`src/rtl/wt_mac_8b.sv`:
```
// wt_mac_8b: operand feeder and product accumulator for an external
// combinational 8x8 Wallace-tree multiplier. Operand pairs are registered
// onto mul_a/mul_b, the product mul_s is captured one cycle later, and
// products are summed until the pair tagged last. The dot-product result is
// then held on a valid/ready output until the consumer takes it.
module wt_mac_8b #(
  parameter int ACC_W = 24,
  parameter int CNT_W = 16
) (
  input  logic             clk,
  input  logic             rst_n,
  input  logic             in_valid,
  output logic             in_ready,
  input  logic [7:0]       in_a,
  input  logic [7:0]       in_b,
  input  logic             in_last,
  output logic [7:0]       mul_a,
  output logic [7:0]       mul_b,
  input  logic [15:0]      mul_s,
  output logic             out_valid,
  input  logic             out_ready,
  output logic [ACC_W-1:0] out_sum,
  output logic [CNT_W-1:0] out_count,
  output logic             out_ovf
);

  localparam logic [1:0] ACCEPT = 2'd0;
  localparam logic [1:0] FLUSH  = 2'd1;
  localparam logic [1:0] HOLD   = 2'd2;

  logic [1:0]       state;
  logic             started;
  logic             accept;
  logic             outFire;

  logic             vld_p1;
  logic             last_p1;
  logic [15:0]      prod_p2;
  logic             vld_p2;
  logic             last_p2;

  logic [ACC_W-1:0] acc;
  logic [CNT_W-1:0] cnt;
  logic             ovf;
  logic [ACC_W:0]   sumExt;
  logic [CNT_W-1:0] cntNext;

  // Element counter increment that sticks at all-ones instead of wrapping.
  function automatic logic [CNT_W-1:0] satInc(input logic [CNT_W-1:0] c);
    return (&c) ? c : c + CNT_W'(1);
  endfunction

  // Unsigned add of a zero-extended product; the top bit is the carry-out.
  function automatic logic [ACC_W:0] addCarry(input logic [ACC_W-1:0] a,
                                              input logic [15:0]      p);
    return (ACC_W+1)'(a) + (ACC_W+1)'(p);
  endfunction

  // started keeps in_ready low until the first edge after reset release.
  assign in_ready  = started && (state == ACCEPT);
  assign out_valid = (state == HOLD);
  assign accept    = in_valid && in_ready;
  assign outFire   = out_valid && out_ready;
  assign sumExt    = addCarry(acc, prod_p2);
  assign cntNext   = satInc(cnt);

  // Control FSM: ACCEPT until the last pair is taken, FLUSH while it is in
  // the pipe, HOLD while the result waits for the consumer.
  always_ff @(posedge clk or negedge rst_n) begin
    if (!rst_n) begin
      state   <= ACCEPT;
      started <= 1'b0;
    end else begin
      started <= 1'b1;
      case (state)
        ACCEPT:  if (accept && in_last) state <= FLUSH;
        FLUSH:   if (vld_p2 && last_p2) state <= HOLD;
        HOLD:    if (outFire) state <= ACCEPT;
        default: state <= ACCEPT;
      endcase
    end
  end

  // ---- stage 1: operand registers feeding the multiplier ----
  // Operands only move on an accepted pair so the multiplier inputs stay quiet.
  always_ff @(posedge clk or negedge rst_n) begin
    if (!rst_n) begin
      mul_a   <= '0;
      mul_b   <= '0;
      vld_p1  <= 1'b0;
      last_p1 <= 1'b0;
    end else begin
      vld_p1 <= accept;
      if (accept) begin
        mul_a   <= in_a;
        mul_b   <= in_b;
        last_p1 <= in_last;
      end
    end
  end

  // ---- stage 2: product capture ----
  // Registers the combinational multiplier output alongside its tags.
  always_ff @(posedge clk or negedge rst_n) begin
    if (!rst_n) begin
      prod_p2 <= '0;
      vld_p2  <= 1'b0;
      last_p2 <= 1'b0;
    end else begin
      prod_p2 <= mul_s;
      vld_p2  <= vld_p1;
      last_p2 <= last_p1;
    end
  end

  // ---- stage 3: accumulate and publish ----
  // The last product is folded straight into the result registers and the
  // running state is cleared so the next vector starts from zero.
  always_ff @(posedge clk or negedge rst_n) begin
    if (!rst_n) begin
      acc       <= '0;
      cnt       <= '0;
      ovf       <= 1'b0;
      out_sum   <= '0;
      out_count <= '0;
      out_ovf   <= 1'b0;
    end else if (vld_p2) begin
      if (last_p2) begin
        out_sum   <= sumExt[ACC_W-1:0];
        out_count <= cntNext;
        out_ovf   <= ovf | sumExt[ACC_W];
        acc       <= '0;
        cnt       <= '0;
        ovf       <= 1'b0;
      end else begin
        acc <= sumExt[ACC_W-1:0];
        cnt <= cntNext;
        ovf <= ovf | sumExt[ACC_W];
      end
    end
  end

endmodule
```
`config.mk`:
```
export PLATFORM = sky130hd
export DESIGN_NAME = wt_mac_8b
export DESIGN_NICKNAME = d
export VERILOG_FILES = /design/src/rtl/wt_mac_8b.sv
export SDC_FILE = /design/constraint.sdc
export NUM_CORES = 1
export LEC_CHECK = 0
export CORE_MARGIN = 5
export CORE_UTILIZATION = 45
export DETAILED_ROUTE_END_ITERATION = 10
export GPL_ROUTABILITY_DRIVEN = 0
export GPL_TIMING_DRIVEN = 0
export PLACE_DENSITY = 0.69
export SETUP_SLACK_MARGIN = 0.4
export SYNTH_ARGS = -nofsm -noshare
export SYNTH_HDL_FRONTEND = slang
export SYNTH_SLANG_ARGS = --single-unit
```
`constraint.sdc`:
```
create_clock -name clk -period 4.65 [get_ports clk]
set_clock_uncertainty 0.2 [all_clocks]
set_input_delay 0.93 -clock clk [delete_from_list [all_inputs] [get_ports clk]]
set_output_delay 0.93 -clock clk [all_outputs]
set_load 0.01 [all_outputs]
```
==> impl_metrics.env, run 1 <==
export IMPL_vias_per_cell=5.51
export IMPL_grt_pass1_wl_mm=25.5
export IMPL_yosys_warnings=0
export IMPL_grt_ovfl_total=0
export IMPL_post_dp_hpwl_mm=10.8
export IMPL_total_power_mw=4.53
export IMPL_yosysTopAreaCell="dfrtp_1"
export IMPL_die_x_microns=127
export IMPL_portBuffers=95
export IMPL_path_class="reg2reg"
export IMPL_grt_max_degree=70
export IMPL_cts_tree="built"
export IMPL_synth_ff_latch_count=121
export IMPL_async_reset_ff_share_pct=100
export IMPL_synth_edf_count=0
export IMPL_period_needed_ns=2.90
export IMPL_finalHoldViolations=0
export IMPL_end_kind="register"
export IMPL_start_util_pct=46.0
export IMPL_drt_pass1_iterations=4
export IMPL_path_cells="ha_1, inv_1, fa_1, nand2b_1, a21oi_2, o2111ai_2, a211oi_4, o21bai_2, a221o_1"
export IMPL_rows=42
export IMPL_p_leak_nw=3.35
export IMPL_synth_distinct_cells=73
export IMPL_clockBufferDepth=2
export IMPL_vias=4954
export IMPL_h_tree_depth=4
export IMPL_power_density_nw_per_um2=574
export IMPL_syn_area_sq_um=6110
export IMPL_grtUsageTotal_pct=19.9
export IMPL_clk_latency_ns=0.42
export IMPL_die_area_sq_um=16000
export IMPL_rsz0062_at_grt="no"
export IMPL_setup_viol=0
export IMPL_syn_inst=595
export IMPL_max_freq_mhz=345
export IMPL_ant_nets=0
export IMPL_clkTransAtPathRegs_ns=0.06
export IMPL_wire_per_inst_microns=16.9
export IMPL_cts_buffers=17
export IMPL_drive_gt1_share_pct=13.0
export IMPL_grtUsageMet1_pct=25.7
export IMPL_slowest_delay_ns=0.47
export IMPL_syn_nets=650
export IMPL_synth_ff_type="dfrtp_1"
export IMPL_ios=96
export IMPL_core_area_sq_um=13300
export IMPL_grt_busiest_layer="met2"
export IMPL_drv_cap=0
export IMPL_grtUsageMet3_pct=6.60
export IMPL_drt_first_iter_violations=337
export IMPL_ir_drop_uv=290
export IMPL_seq_area_frac_synth_pct=49.5
export IMPL_layout_nets=765
export IMPL_n_antenna_cell=0
export IMPL_path_max_fanout=8
export IMPL_slew_violations=0
export IMPL_die_h_microns=127
export IMPL_cts_repair_resized=0
export IMPL_syn_avg_cell_area_sq_um=10.3
export IMPL_cts_root_buf="clkbuf_16"
export IMPL_synth_top_cells_by_area="dfrtp_1 (50%), nand2_1 (4.5%), ha_1 (3.5%)"
export IMPL_yosys_area_top_type_share_pct=49.5
export IMPL_grt_pass1_vias=5088
export IMPL_wirelength_mm=15.2
export IMPL_grt_antenna_before_repair=0
export IMPL_slew_headroom_pct=53.5
export IMPL_fin_setup_tns_ns=0
export IMPL_worst_endpoint_required_ns=4.75
export IMPL_syn2layout_area_growth_pct=28.9
export IMPL_post_cts_setup_buffers=0
export IMPL_reg2reg_slack_ns=1.75
export IMPL_clock_sinks=121
export IMPL_grt_use_met2_pct=29.7
export IMPL_status="finished clean"
export IMPL_worstPathArrival_ns=3.00
export IMPL_period_share_pct=62.3
export IMPL_cts_hold_buf=0
export IMPL_worst_slew_pin_slew_ns=0.698
export IMPL_startpoint_type="register"
export IMPL_drc_errors=0
export IMPL_hold_path_class="reg2reg"
export IMPL_cp_slowest_cell="a211oi_4"
## path summary, 6_finish.rpt
kind	to	cells past startpoint	from
min in group asynchronous	mul_a[0]$_DFFE_PN0P_	1	rst_n
max	acc[22]$_DFFE_PN0P_	9	prod_p2[0]$_DFF_PN0_
min reg2reg	vld_p2$_DFF_PN0_	0	vld_p1$_DFF_PN0_
min	vld_p2$_DFF_PN0_	0	vld_p1$_DFF_PN0_
max in group asynchronous	acc[15]$_DFFE_PN0P_	2	rst_n
max reg2reg	acc[22]$_DFFE_PN0P_	9	prod_p2[0]$_DFF_PN0_
## layout make-up
| cell class | instances | area [sq um] |
|---|---|---|
| Clock inverter | 14 | 126 |
| Tap cell | 176 | 220 |
| Multi-Input combinational cell | 420 | 2790 |
| Sequential cell | 121 | 3030 |
| Fill cell | 1128 | 5420 |
| Buffer | 37 | 229 |
| Clock buffer | 18 | 439 |
| Inverter | 17 | 63.8 |
| Timing Repair Buffer | 96 | 980 |
## synthesized netlist by cell type (3+ instances only)
master,count
buf_1,5
a211oi_1,3
mux2_2,17
xnor2_1,14
buf_6,7
xor2_1,11
a21o_1,5
dfrtp_1,121
o211ai_1,3
nor3_1,12
nor4_1,3
o21a_1,5
o2bb2ai_1,24
o31ai_1,4
and2_1,6
a22oi_1,5
mux2i_1,10
o22ai_1,3
nor2b_1,5
clkbuf_1,13
nand3_1,17
nand2b_1,5
nor2_1,30
nand4_1,7
a31oi_1,7
o21ai_0,28
buf_2,8
a21oi_1,27
and3_1,5
o21ai_1,22
nand2_1,73
ha_1,17
or3_1,5
inv_1,16
## cells in the final DEF (no fill, tap or decap), types with 12 or more instances in the layout
cell type,n
dfrtp_1,121
clkdlybuf4s50_1,94
nand2_1,73
nor2_1,30
o21ai_0,28
a21oi_1,27
o2bb2ai_1,24
o21ai_1,22
nand3_1,17
mux2_2,17
ha_1,17
clkbuf_16,17
inv_1,16
xnor2_1,14
clkbuf_1,13
nor3_1,12
## kinds of logic (layout without fill, tap and decap cells)
kind of cell,count (synthesis),count (layout),share of synthesized area [%]
XOR/XNOR,25,25,3.58
adder cells (fa/ha/maj),18,18,3.81
buffers and inverters,54,182,4.79
AND/OR/NAND/NOR,187,187,15.4
AO/OA/AOI/OAI,162,162,18.1
multiplexers,27,27,4.77
other,1,1,0.0613
flip-flops,121,121,49.5
## critical path, delay by kind of cell (launching register included)
kind / cells / cell delay, ns
buffers and inverters: 1 / 0.06
adder cells (fa/ha/maj): 2 / 0.58
flip-flops: 1 / 0.34
AO/OA/AOI/OAI: 5 / 1.39
AND/OR/NAND/NOR: 1 / 0.20
## sequential cells by signal (all words and copies together), names as in the netlist
signal     flops
state          2
cnt           16
last_p1        1
acc           24
out_ovf        1
mul_a          8
ovf            1
vld_p1         1
out_sum       24
last_p2        1
vld_p2         1
mul_b          8
prod_p2       16
out_count     16
started        1
## per-layer routing
layer	up-vias	share of wire, %
met5	-	0
met4	0	2.7
met3	29	7.5
met2	151	46
met1	2405	44
li1	2369	-
## metrics by stage
step / setup slack (ns) / cells / area (sq um) / util (%) / hold slack, ns
after global routing: 1.64 / 899 / 7880 / 59.3 / 0.176
final: 1.75 / 899 / 7880 / 59.3 / 0.160
after global placement: -2.25 / 866 / 7290 / 54.8 / 0.132
after CTS: 1.77 / 899 / 7880 / 59.3 / 0.159
after floorplan: 2.14 / 595 / 6110 / - / 0.131
after detailed placement: 1.79 / 867 / 7310 / 55.0 / 0.146
## report_power, final
group	internal [mW]	leakage, nW	switching (mW)	total, mW
Sequential	1.34	1.54	0.184	1.53
Combinational	0.828	1.54	0.926	1.75
Clock	0.749	0.270	0.497	1.25
Total	2.92	3.35	1.61	4.53
(Power assumes the default switching activity.)
==> run 2: changes to the inputs <==
--- a/config.mk
+++ b/config.mk
@@ -10,7 +10,7 @@
 export DETAILED_ROUTE_END_ITERATION = 10
 export GPL_ROUTABILITY_DRIVEN = 0
 export GPL_TIMING_DRIVEN = 0
-export PLACE_DENSITY = 0.69
+export PLACE_DENSITY = 0.71
 export SETUP_SLACK_MARGIN = 0.4
 export SYNTH_ARGS = -nofsm -noshare
 export SYNTH_HDL_FRONTEND = slang
==> constraint.sdc (replaced) <==
create_clock -name clk -period 2.6 [get_ports clk]
set_clock_uncertainty 0.2 [all_clocks]
set_input_delay 0.52 -clock clk [delete_from_list [all_inputs] [get_ports clk]]
set_output_delay 0.52 -clock clk [all_outputs]
set_load 0.01 [all_outputs]
==> run 2 against run 1 <==
Net effect: worst setup slack lost 1.7 ns; first-iteration DRC count grew 8.6%; die area is the same; global-route usage grew 1.4 points; count of clock-buffer cells in the layout grew 4; largest power group unchanged.
==> impl_metrics.env, run 2 (synthesized netlist as in run 1, its figures left out) <==
export IMPL_rows=42
export IMPL_p_leak_nw=3.76
export IMPL_ios=96
export IMPL_grt_max_degree=68
export IMPL_worstReg2RegEnd="out_sum[20]$_DFFE_PN0P_"
export IMPL_slew_violations=0
export IMPL_die_area_sq_um=16000
export IMPL_path_class="reg2reg"
export IMPL_post_dp_hpwl_mm=10.9
export IMPL_cp_slowest_cell="dfrtp_1"
export IMPL_worst_endpoint_required_ns=2.70
export IMPL_drv_cap=0
export IMPL_power_density_nw_per_um2=1050
export IMPL_worstPathArrival_ns=2.63
export IMPL_setup_viol=0
export IMPL_period_needed_ns=2.53
export IMPL_grtUsageTotal_pct=21.3
export IMPL_vias_per_cell=5.69
export IMPL_h_tree_depth=4
export IMPL_reg2reg_slack_ns=0.07
export IMPL_clk_latency_ns=0.42
export IMPL_layout_nets=802
export IMPL_hold_path_class="reg2reg"
export IMPL_die_x_microns=127
export IMPL_wire_per_inst_microns=18.6
export IMPL_cts_tree="built"
export IMPL_grt_pass1_wl_mm=27.3
export IMPL_syn2layout_area_growth_pct=43.5
export IMPL_path_max_fanout=7
export IMPL_status="finished clean"
export IMPL_cts_buffers=17
export IMPL_r2r_start="acc[0]$_DFFE_PN0P_"
export IMPL_portBuffers=95
export IMPL_fin_area_sq_um=8770
export IMPL_cts_root_buf="clkbuf_16"
export IMPL_crit_path_frequent_cell="buf_6"
export IMPL_crit_start="acc[0]$_DFFE_PN0P_"
export IMPL_clockBufferDepth=2
export IMPL_start_util_pct=46.0
export IMPL_grt_pass1_vias=5467
export IMPL_placed_cell_area_sq_um=7390
export IMPL_path_cells="ha_2, inv_2, fa_2, nand2b_4, a21oi_4, buf_4, buf_6, buf_6, a21oi_2, o21ai_4, buf_12, mux2i_1, nand2_1"
export IMPL_layout_commonest_cell="dfrtp_1"
export IMPL_period_share_pct=97.3
export IMPL_drc_errors=0
export IMPL_final_cells=936
export IMPL_slowest_delay_ns=0.35
export IMPL_ant_nets=0
export IMPL_crit_end="out_sum[20]$_DFFE_PN0P_"
export IMPL_reg2regPathDepth=13
export IMPL_startpoint_type="register"
export IMPL_n_antenna_cell=0
export IMPL_end_kind="register"
export IMPL_grt_antenna_before_repair=1
export IMPL_wirelength_mm=17.4
export IMPL_ir_drop_uv=612
export IMPL_clock_sinks=121
export IMPL_die_h_microns=127
export IMPL_rsz0062_at_grt="yes"
export IMPL_drt_first_iter_violations=366
export IMPL_reg_largest_list="acc x24, out_sum x24"
export IMPL_final_cell_mix="dfrtp_1 (119), clkdlybuf4s50_1 (92), nand2_1 (66)"
export IMPL_grt_ovfl_total=0
export IMPL_core_area_sq_um=13300
export IMPL_slew_headroom_pct=57.7
export IMPL_vias=5327
export IMPL_dp_cells=867
export IMPL_finalHoldViolations=0
export IMPL_clkTransAtPathRegs_ns=0.06
export IMPL_drive_gt1_share_pct=27.1
export IMPL_worst_slew_pin_slew_ns=0.635
export IMPL_drt_pass1_iterations=5
export IMPL_max_freq_mhz=395
[run 2: changes by cell type in the layout (fill, tap and decap cells not counted), moves of 7 or more]
cell / previous run / this run
clkbuf_2: 0 / 7
a21oi_1: 27 / 18
o21ai_0: 28 / 21
ha_1: 17 / 8
buf_4: 2 / 32
nand2_1: 73 / 66
a21oi_4: 0 / 7
[run 2: critical path, delay by kind of cell (launching register included)]
kind | cells | cell delay [ns]
simple gates | 2 | 0.24
flops | 1 | 0.35
buf+inv | 5 | 0.48
mux | 1 | 0.19
compound gates | 3 | 0.40
fa+ha+maj | 2 | 0.54
[run 2: how the worst min path moves through the flow]
stage                          start                  to  slack [ns]  cells past startpoint
floorplan                      rst_n  acc[0]$_DFFE_PN0P_        0.02                      0
global placement    vld_p1$_DFF_PN0_    vld_p2$_DFF_PN0_        0.13                      0
detailed placement  vld_p1$_DFF_PN0_    vld_p2$_DFF_PN0_        0.14                      0
CTS                 vld_p1$_DFF_PN0_    vld_p2$_DFF_PN0_        0.15                      0
global route        vld_p1$_DFF_PN0_    vld_p2$_DFF_PN0_        0.17                      0
finish              vld_p1$_DFF_PN0_    vld_p2$_DFF_PN0_        0.15                      0
[run 2: per-layer routing]
layer | share of wire (%) | vias to the layer above | global-route usage [%]
li1 | - | 2444 | -
met1 | 41 | 2617 | 26.9
met2 | 49 | 228 | 33.5
met3 | 7.6 | 38 | 6.94
met4 | 2.1 | 0 | 9.27
met5 | 0 | - | 0
[run 2: where the power goes]
part           internal, mW  leakage, nW  switching (mW)
combinational          2.01         1.93            2.08
sequential             2.40         1.54           0.355
clock                  1.51        0.292           0.865
[run 2: final cells by class]
cell class / count / area [sq um]
buffer: 37 / 255
multi-input combinational: 420 / 3310
clock buffer: 22 / 484
tap: 176 / 220
fill: 972 / 4520
inverter: 17 / 67.6
timing repair buffer: 133 / 1290
clock inverter: 10 / 116
sequential: 121 / 3030
[run 2: metrics by stage]
| step | hold WS, ns | power, mW | setup slack [ns] | utilization, % | TNS, ns |
|---|---|---|---|---|---|
| floorplan | 0.0244 | 4.69 | 0.248 | - | 0 |
| global placement | 0.133 | 5.87 | -3.88 | 55.3 | -468.65 |
| detailed placement | 0.140 | 5.98 | 0.00783 | 55.6 | 0 |
| CTS | 0.153 | 8.73 | 0.0929 | 62.7 | 0 |
| global route | 0.168 | 9.72 | -0.0373 | 66.0 | -0.0668 |
| finish | 0.150 | 9.23 | 0.0702 | 66.0 | 0 |
[run 2: timing repair]
item                                    4_1_cts  5_1_grt
gates cloned                                  1        0
gates resized for setup                      53       60
endpoints found under the setup margin       67       71
buffers inserted                             15       20
hold endpoints to repair                     54        0
pin swaps                                    32       36
hold buffers                                  1        0
